### src/rtl/rgb_frame_receiver_pkg.sv
// Shared types for the raster-stream receiver: FSM states, pixel channel,
// configuration channel and per-frame statistics.
package rgb_frame_receiver_pkg;

  typedef enum logic [1:0] {
    SYNC  = 2'd0,
    IDLE  = 2'd1,
    FRAME = 2'd2,
    DONE  = 2'd3
  } rx_state_t;

  typedef struct packed {
    logic       valid;
    logic [7:0] red;
    logic [7:0] green;
    logic [7:0] blue;
  } rgb_channel;

  typedef struct packed {
    logic [11:0] image_width;
    logic [11:0] lval_lines;
    logic [15:0] number_frames;
  } cof_channel;

  typedef struct packed {
    logic [11:0] width;
    logic [11:0] lines;
    logic [15:0] frame_cnt;
    logic        line_err;
    logic        frame_err;
  } frame_stats;

  // Red in the top byte, blue in the bottom byte.
  function automatic rgb_channel split_rgb(input logic valid, input logic [23:0] rgb);
    rgb_channel ch;
    ch.valid = valid;
    ch.red   = rgb[23:16];
    ch.green = rgb[15:8];
    ch.blue  = rgb[7:0];
    return ch;
  endfunction

endpackage

### src/rtl/rgb_frame_receiver_sync_edge_detect.sv
// Registers a strobe and flags its rising/falling transitions between the
// registered sample and the one before it.
module sync_edge_detect #(
  parameter logic RESET_VAL = 1'b0
) (
  input  logic clk,
  input  logic reset,
  input  logic d,
  output logic q,
  output logic rise,
  output logic fall
);

  logic q_prev;

  always_ff @(posedge clk) begin
    if (reset) begin
      q      <= RESET_VAL;
      q_prev <= RESET_VAL;
    end else begin
      q      <= d;
      q_prev <= q;
    end
  end

  assign rise = q & ~q_prev;
  assign fall = ~q & q_prev;

endmodule

### src/rtl/rgb_frame_receiver.sv
// Raster-stream ingress: recovers x/y, sof/eof, checks line/frame geometry
// against configuration and stops after a configured number of frames.
module rgb_frame_receiver
  import rgb_frame_receiver_pkg::*;
#(
  parameter int DATA_WIDTH      = 24,
  parameter int COORD_WIDTH     = 12,
  parameter int FRAME_CNT_WIDTH = 16
) (
  input  logic                       clkmm,
  input  logic                       reset,
  input  logic                       iFvalid,
  input  logic                       iLvalid,
  input  logic                       iValid,
  input  logic [DATA_WIDTH-1:0]      iRgb,
  input  logic [COORD_WIDTH-1:0]     iImageWidth,
  input  logic [COORD_WIDTH-1:0]     iLvalLines,
  input  logic [FRAME_CNT_WIDTH-1:0] iNumberFrames,
  input  logic                       iErrClear,
  output logic                       oValid,
  output logic [7:0]                 oRed,
  output logic [7:0]                 oGreen,
  output logic [7:0]                 oBlue,
  output logic [COORD_WIDTH-1:0]     oX,
  output logic [COORD_WIDTH-1:0]     oY,
  output logic                       oSof,
  output logic                       oEof,
  output logic [COORD_WIDTH-1:0]     oWidth,
  output logic [COORD_WIDTH-1:0]     oLines,
  output logic [FRAME_CNT_WIDTH-1:0] oFrameCnt,
  output logic                       oLineErr,
  output logic                       oFrameErr,
  output logic                       oDone
);

  function automatic logic [COORD_WIDTH-1:0] sat_inc(input logic [COORD_WIDTH-1:0] v);
    return (&v) ? v : v + COORD_WIDTH'(1);
  endfunction

  rx_state_t state, state_next;

  logic                  fval_p0, fval_rise, fval_fall;
  logic                  lval_p0, lval_rise, lval_fall;
  logic                  vld_p0;
  logic [DATA_WIDTH-1:0] rgb_p0;

  logic                       start, active, pix, close_line, frame_close, limit;
  logic [COORD_WIDTH-1:0]     x, y, x_cur, y_cur, y_closed;
  logic                       sof_pending, sofp_cur;
  logic [FRAME_CNT_WIDTH-1:0] cnt_next;

  rgb_channel                 pix_p1;
  logic [COORD_WIDTH-1:0]     x_p1, y_p1;
  logic                       sof_p1, eof_p1;
  logic [COORD_WIDTH-1:0]     width, lines;
  logic [FRAME_CNT_WIDTH-1:0] frame_cnt;
  logic                       line_err, frame_err, done;

  // Stage p0: input sampling. fvalid resets high so SYNC only leaves once a
  // genuinely low fvalid has been sampled after reset.
  sync_edge_detect #(.RESET_VAL(1'b1)) u_fval (
    .clk   (clkmm),
    .reset (reset),
    .d     (iFvalid),
    .q     (fval_p0),
    .rise  (fval_rise),
    .fall  (fval_fall)
  );

  sync_edge_detect #(.RESET_VAL(1'b0)) u_lval (
    .clk   (clkmm),
    .reset (reset),
    .d     (iLvalid),
    .q     (lval_p0),
    .rise  (lval_rise),
    .fall  (lval_fall)
  );

  always_ff @(posedge clkmm) begin
    if (reset) vld_p0 <= 1'b0;
    else       vld_p0 <= iValid;
    rgb_p0 <= iRgb;
  end

  // A frame may deliver its first pixel on the very cycle fvalid rises.
  assign start       = (state == IDLE) && fval_rise;
  assign active      = (state == FRAME) || start;
  assign x_cur       = (start || lval_rise) ? '0 : x;
  assign y_cur       = start ? '0 : y;
  assign sofp_cur    = start | sof_pending;
  assign pix         = active && vld_p0 && fval_p0 && lval_p0;
  assign close_line  = active && (lval_fall || fval_fall) && (x_cur != '0);
  assign frame_close = (state == FRAME) && fval_fall;
  assign y_closed    = close_line ? sat_inc(y_cur) : y_cur;
  assign cnt_next    = frame_cnt + FRAME_CNT_WIDTH'(1);
  assign limit       = (iNumberFrames != '0) && (cnt_next == iNumberFrames);

  always_ff @(posedge clkmm) begin
    if (reset) state <= SYNC;
    else       state <= state_next;
  end

  always_comb begin
    state_next = state;
    case (state)
      SYNC:    if (!fval_p0) state_next = IDLE;
      IDLE:    if (fval_rise) state_next = FRAME;
      FRAME:   if (fval_fall) state_next = limit ? DONE : IDLE;
      DONE:    state_next = DONE;
      default: state_next = SYNC;
    endcase
  end

  // Stage p1: registered outputs and geometry bookkeeping.
  always_ff @(posedge clkmm) begin
    if (reset) begin
      x           <= '0;
      y           <= '0;
      sof_pending <= 1'b0;
      pix_p1      <= '0;
      x_p1        <= '0;
      y_p1        <= '0;
      sof_p1      <= 1'b0;
      eof_p1      <= 1'b0;
      width       <= '0;
      lines       <= '0;
      frame_cnt   <= '0;
      line_err    <= 1'b0;
      frame_err   <= 1'b0;
      done        <= 1'b0;
    end else begin
      pix_p1.valid <= 1'b0;
      sof_p1       <= 1'b0;
      eof_p1       <= 1'b0;
      if (active) begin
        y           <= y_closed;
        sof_pending <= sofp_cur & ~pix;
        if (close_line) x <= '0;
        else if (pix)   x <= sat_inc(x_cur);
        else            x <= x_cur;
        if (pix) begin
          pix_p1 <= split_rgb(1'b1, rgb_p0[23:0]);
          x_p1   <= x_cur;
          y_p1   <= y_cur;
          sof_p1 <= sofp_cur;
        end
        if (close_line) width <= x_cur;
        if (frame_close) begin
          lines     <= y_closed;
          eof_p1    <= 1'b1;
          frame_cnt <= cnt_next;
          done      <= limit;
        end
      end
      // A new mismatch outranks a simultaneous clear.
      line_err  <= (close_line && (x_cur != iImageWidth)) || (line_err && !iErrClear);
      frame_err <= (frame_close && (y_closed != iLvalLines)) || (frame_err && !iErrClear);
    end
  end

  assign oValid    = pix_p1.valid;
  assign oRed      = pix_p1.red;
  assign oGreen    = pix_p1.green;
  assign oBlue     = pix_p1.blue;
  assign oX        = x_p1;
  assign oY        = y_p1;
  assign oSof      = sof_p1;
  assign oEof      = eof_p1;
  assign oWidth    = width;
  assign oLines    = lines;
  assign oFrameCnt = frame_cnt;
  assign oLineErr  = line_err;
  assign oFrameErr = frame_err;
  assign oDone     = done;

endmodule

### config.mk
export PLATFORM = sky130hd
export DESIGN_NAME = rgb_frame_receiver
export DESIGN_NICKNAME = d
export VERILOG_FILES = /design/src/rtl/rgb_frame_receiver_pkg.sv /design/src/rtl/rgb_frame_receiver_sync_edge_detect.sv /design/src/rtl/rgb_frame_receiver.sv
export SDC_FILE = /design/constraint.sdc
export NUM_CORES = 1
export LEC_CHECK = 0
export CORE_MARGIN = 4
export CORE_UTILIZATION = 54
export DETAILED_ROUTE_END_ITERATION = 6
export GPL_ROUTABILITY_DRIVEN = 0
export PLACE_DENSITY = 0.91
export SLEW_MARGIN = 20
export SYNTH_ARGS = -nofsm -noshare
export SYNTH_HDL_FRONTEND = slang
export SYNTH_SLANG_ARGS = --single-unit
### constraint.sdc
create_clock -name clkmm -period 5 [get_ports clkmm]
set_input_delay 1 -clock clkmm [delete_from_list [all_inputs] [get_ports clkmm]]
set_output_delay 1 -clock clkmm [all_outputs]
set_load 0.005 [all_outputs]
Yosys cells after proc, flatten, opt, wreduce, memory -nomap -nowiden --
Index checks and enable logic that the tools add are counted.
Operators by class: bitwise logic cells 12, eq/ne operators 9, reduce and logical (&&, ||, !) cells 29, mux-type cells 14, $add $sub $neg 3
Operator list (count):
- $mux 12 | 7
- $mux 25 | 1
- $add 12x1->12 const B | 2
- $ne 12x12->1 | 2
- $reduce_and 12->1 | 2
- $add 16x1->16 const B | 1
- $eq 16x16->1 | 1
- $reduce_bool 16->1 | 1
- $logic_and 1x1->1 | 12
- $reduce_bool 12->1 | 1
- $mux 2 | 4
- $pmux 2 s4 | 1
- $ne 2x2->1 const B | 3
- $not 1->1 | 6
- $reduce_and 2->1 | 3
- $and 1x1->1 | 5
- $logic_or 1x1->1 | 5
- $eq 2x2->1 const B | 2
- $reduce_and 3->1 | 1
- $reduce_or 3->1 | 1
- $eq 2x1->1 const B | 1
- $logic_not 2->1 | 1
- $reduce_or 2->1 | 1
- $logic_not 1->1 | 1
- other kinds (2) | 2
Storage, ports and cells: bits of input ports 70, bits in registers 150, output and inout port bits 94

Depth between registers and ports, before layout --
depth in word-level cells 11, gate-level depth with buffers 15, depth with buffers taken out 12

Hierarchy --
A second synthesis with hierarchy kept.
Unflattened totals: cell total of the unflattened synthesis 815, area total of the unflattened synthesis 6637.6 um2
By module, submodules not included:
- rgb_frame_receiver | sequential area each 2922.8 um2, area an instance 6506.2 um2, times used 1, cells each 803
- sync_edge_detect at u_fval | sequential area each 40.0 um2, area an instance 66.3 um2, times used 1, cells each 6
- sync_edge_detect at u_lval | sequential area each 40.0 um2, area an instance 65.1 um2, times used 1, cells each 6

Worst setup path after synthesis --
Ideal clock, no wire load.
path type reg2reg, start point register u_fval.q_prev, end point register frame_err (netlist: oFrameErr), period minus slack after synthesis 3.262 ns, setup slack 1.738 ns, path buffers 0, cell stages (with the launch flop) 13, required time 4.875 ns, arrival 3.137 ns, cell sequence dfxtp_1 -> and4bb_4 -> nor2_1 -> nand2_1 -> ha_1 -> nor3b_1 -> nand4_1 -> o211ai_4 -> o311a_1 -> a21oi_2 -> o2111ai_1 -> a2111o_1 -> o41a_1
On the way: cells in the longest elaborated chain, start to end 11, elaborated cells on any way between the ends 20, classes of those cells add/sub: 1; eq/ne: 1; mux: 4; bitwise: 3; reduce/logical: 11
Ends and longest elaborated chain:
- start: declaration | line rgb_frame_receiver_sync_edge_detect.sv:14 | logic q_prev;
- start signal: assignment | line rgb_frame_receiver_sync_edge_detect.sv:22 | q_prev <= q;
- parallel branches: the longest is 9 deep, another holds $add 12x1->12
- $logic_and 1x1->1 (*) | line rgb_frame_receiver.sv:157 | frame_err <= (frame_close && (y_closed != iLvalLines)) || (frame_err && !iErrClear);
- $logic_or 1x1->1 (*) | line rgb_frame_receiver.sv:157
- end signal: assignment | line rgb_frame_receiver.sv:157
- end: declaration | line rgb_frame_receiver.sv:57 | logic line_err, frame_err, done;
Mark *: on every way between the ends. A chain may end at the register's enable or synchronous reset.

Worst setup path after layout --
start point register state[1], end point register frame_err (netlist: oFrameErr)
On the way: cells in the longest elaborated chain, start to end 10, elaborated cells on any way between the ends 18, classes of those cells add/sub: 1; eq/ne: 3; mux: 4; reduce/logical: 10
Ends and longest elaborated chain:
- start: declaration | line rgb_frame_receiver.sv:40 | rx_state_t state, state_next;
- start signal: assignment | line rgb_frame_receiver.sv:100 | else state <= state_next;
- parallel branches: the longest is 8 deep, another holds $add 12x1->12
- $logic_and 1x1->1 (*) | line rgb_frame_receiver.sv:157
- $logic_or 1x1->1 (*) | line rgb_frame_receiver.sv:157
Marked as above.

==> flow_summary_export.csv <==
group,metric,value,unit
synthesis,syn_nets,895,
place,post-dp-hpwl,13.0,mm
synthesis,synth_most_common_cell,"dfxtp_1",
min_path,min_path_type,"reg2reg",
critical_path,worstSetupPathType,"reg2reg",
routing,wl_per_cell,17.5,um
synthesis,synth_top_area_share,44.6,%
power,p_leak,3.07,nW
clock_network,clock-root-buffer,"clkbuf_16",
cells_and_area,diodes,0,
sta,slew-limit-headroom,44.9,%
synthesis,synth-seq-area-share,44.6,%
synthesis,yosysUniqueCellTypes,73,
cells_and_area,area_growth,33.4,%
routing,ant_nets,0,
sta,clock_skew,0.00810,ns
synthesis,syn_inst,821,
cells_and_area,nets,1027,
routing,vias,6738,
routing,drc,0,
sta,tns,0,ns
synthesis,ys_ff_latch,150,
floorplanning,coreArea,12100,sq um
grt,grt_overflow,0,
routing,viasPerCell,5.94,
floorplanning,initial_core_util,55.6,%
power,p_total,2.66,mW
cells_and_area,drive_above_1_share,6.21,%
sta,rsz0062_at_grt,"false",
run,cap_violations,0,
clock_network,clockBufferDepth,2,
routing,dr_wl_met3,1.94,mm
synthesis,synth.largest_area_cell,"dfxtp_1",
synthesis,synthTopCellsByCount,"dfxtp_1, nand2_1, nor2_1, a21oi_1, nand3_1",
floorplanning,die_area,14300,sq um
clock_network,cts_made_buffers,17,
grt,grt_max_degree,82,
clock_network,post_cts_buffers,0,
grt,antenna_found_initial,0,
critical_path,cp_top_family,"simple AND/OR/NAND/NOR gates",
floorplanning,die_x,120,um
synthesis,synthArstFlopShare,0,%
routing,first_pass_iters,7,
synthesis,ys_warn_count,0,
grt,track_usage,27.6,%
routing,wl,19.8,mm
place,post-place-ws,0.977,ns
sta,maxSlewViolCount,0,
critical_path,r2r_cells,13,
critical_path,critPathMaxFanout,26,
critical_path,startpoint_type,"register",
clock_network,cts_tree,"yes",
critical_path,cp-end-kind,"register",
synthesis,syn_avg_cell_area,8.20,sq um
place,port_buffers,163,
critical_path,cp_slowest_cell,"nor2_2",
critical_path,required,5.32,ns
sta,worst_hold_slack,0.437,ns
critical_path,crit_path_max_incr_delay,0.51,ns
synthesis,synthesis.area,6730,sq um
clock_network,cts_sinks,150,
min_path,hold_path_depth,2,
grt,grt_pass1_vias,6325,
sta,worst_slack,0.850,ns
routing,highest_layer,"met4",
clock_network,path_clk_slew,0.07,ns
routing,met1_length,7.70,mm
clock_network,hold_buffers,0,
clock_network,h-tree-depth,4,
clock_network,cts-resized-gates,0,
outcome,status,"complete, no violations",
clock_network,insertion_delay,0.44,ns
critical_path,cp_cell_sequence,"and4bb_4 > nor2_1 > buf_4 > nand2_1 > ha_1 > nor3b_1 > nand4_1 > o211ai_4 > nor2_2 > and3_1 > o2111ai_1 > a2111o_1 > o41a_1",
sta,final-hold-violation-count,0,
grt,grt_pass1_wl,32.0,mm
sta,fin_crit_sh,83.0,%
routing,drt_iter0_drc,908,
synthesis,synthTopCellsByArea,"dfxtp_1, nand2_1, a21oi_1",
floorplanning,die_h,120,um
power,peakVddDrop,0.258,mV
sta,setup_viol,0,
floorplanning,top_level_ports,164,
cells_and_area,fillers,829,
sta,worstMarginPinSlew,0.827,ns
routing,met2WireLength,9.36,mm
synthesis,synth_edf_count,0,
critical_path,critPathBufInv,1,
floorplanning,rows,40,
critical_path,cp_num_cells,13,
synthesis,synthFlopType,"dfxtp_1",
sta,fmax,241,MHz
critical_path,worstPathArrival,4.47,ns
power,power_density,296,nW/um^2
sta,min_period,4.15,ns
## cell families after synthesis
| kind of cell | share of synthesized area [%] |
|---|---|
| flops | 44.6 |
| mux | 0.614 |
| buf+inv | 4.28 |
| simple gates | 25.7 |
| compound gates | 16.5 |
| fa+ha+maj | 0.744 |
| xor+xnor | 7.55 |
## worst reg2reg max path, cell delays in order, from the launching register on
cell and delay [ns]:
dfxtp_1 0.43, and4bb_4 0.29, nor2_1 0.12, buf_4 0.27, nand2_1 0.20, ha_1 0.27
nor3b_1 0.15, nand4_1 0.20, o211ai_4 0.31, nor2_2 0.51, and3_1 0.29, o2111ai_1 0.14
a2111o_1 0.44, o41a_1 0.42
## flip-flops by register name, indices dropped and copies added, names as in the netlist, 2 cells and up
signal     flops
state          2
oLines        12
rgb_p0        24
oRed           8
oBlue          8
oY            12
x             12
oX            12
y             12
oWidth        12
oGreen         8
oFrameCnt     16
## final timing paths
path / slack [ns] / from / to
worst max-delay path: 0.85 / state[1]$_SDFFE_PP0P_ / oFrameErr$_SDFF_PP0_
worst min register to register: 0.44 / rgb_p0[2]$_DFF_P_ / oBlue[2]$_SDFFE_PP0P_
worst min-delay path: 0.44 / rgb_p0[2]$_DFF_P_ / oBlue[2]$_SDFFE_PP0P_
worst max register to register: 0.85 / state[1]$_SDFFE_PP0P_ / oFrameErr$_SDFF_PP0_
## power by group
part / total, mW / switching [mW] / leakage, nW / internal (mW)
Clock: 1.30 / 0.585 / 0.300 / 0.719
Combinational: 0.138 / 0.0656 / 1.55 / 0.0724
Sequential: 1.21 / 0.00654 / 1.22 / 1.21
## cell usage in the layout (no fill, tap or decap), types with 4 or more instances in the layout
cell             instances
inv_6                    5
nand2_1                123
clkbuf_16               17
a21oi_1                 87
ha_1                     4
nor4_1                   8
o21ai_0                 17
xor2_1                  32
nand3_1                 44
nor4bb_1                 5
xnor2_1                 26
inv_8                    6
nand2b_1                 5
nand3b_1                 5
and3_1                   7
o32ai_1                  6
nor3_1                  16
clkdlybuf4s50_1        162
buf_4                    7
a31oi_1                 12
inv_1                   11
a211oi_1                12
nand4_1                 12
nor2_1                  98
dfxtp_1                150
a311oi_1                 4
nor2b_1                  7
## per-stage QoR
step	cells	util, %	area [sq um]
after floorplan	821	-	6730
after global placement	1102	69.1	8370
after detailed placement	1102	69.1	8370
after CTS	1134	74.1	8980
after global routing	1134	74.1	8980
final	1134	74.1	8980
## area by class of cell
type | count | area, sq um | area share, %
sequential | 150 | 3000 | 33.4
multi-input combinational | 604 | 3450 | 38.4
inverter | 11 | 41.3 | 0.460
clock buffer | 17 | 425 | 4.74
tap | 168 | 210 | 2.34
clock inverter | 15 | 179 | 1.99
timing repair buffer | 169 | 1670 | 18.6
## routing by layer
layer | GRT usage [%] | vias to the layer above
met2 | 45.3 | 392
met1 | 33.1 | 3131
met5 | 0 | -
met3 | 7.68 | 88
met4 | 13.8 | 0
li1 | - | 3127
(Power assumes the default switching activity.)
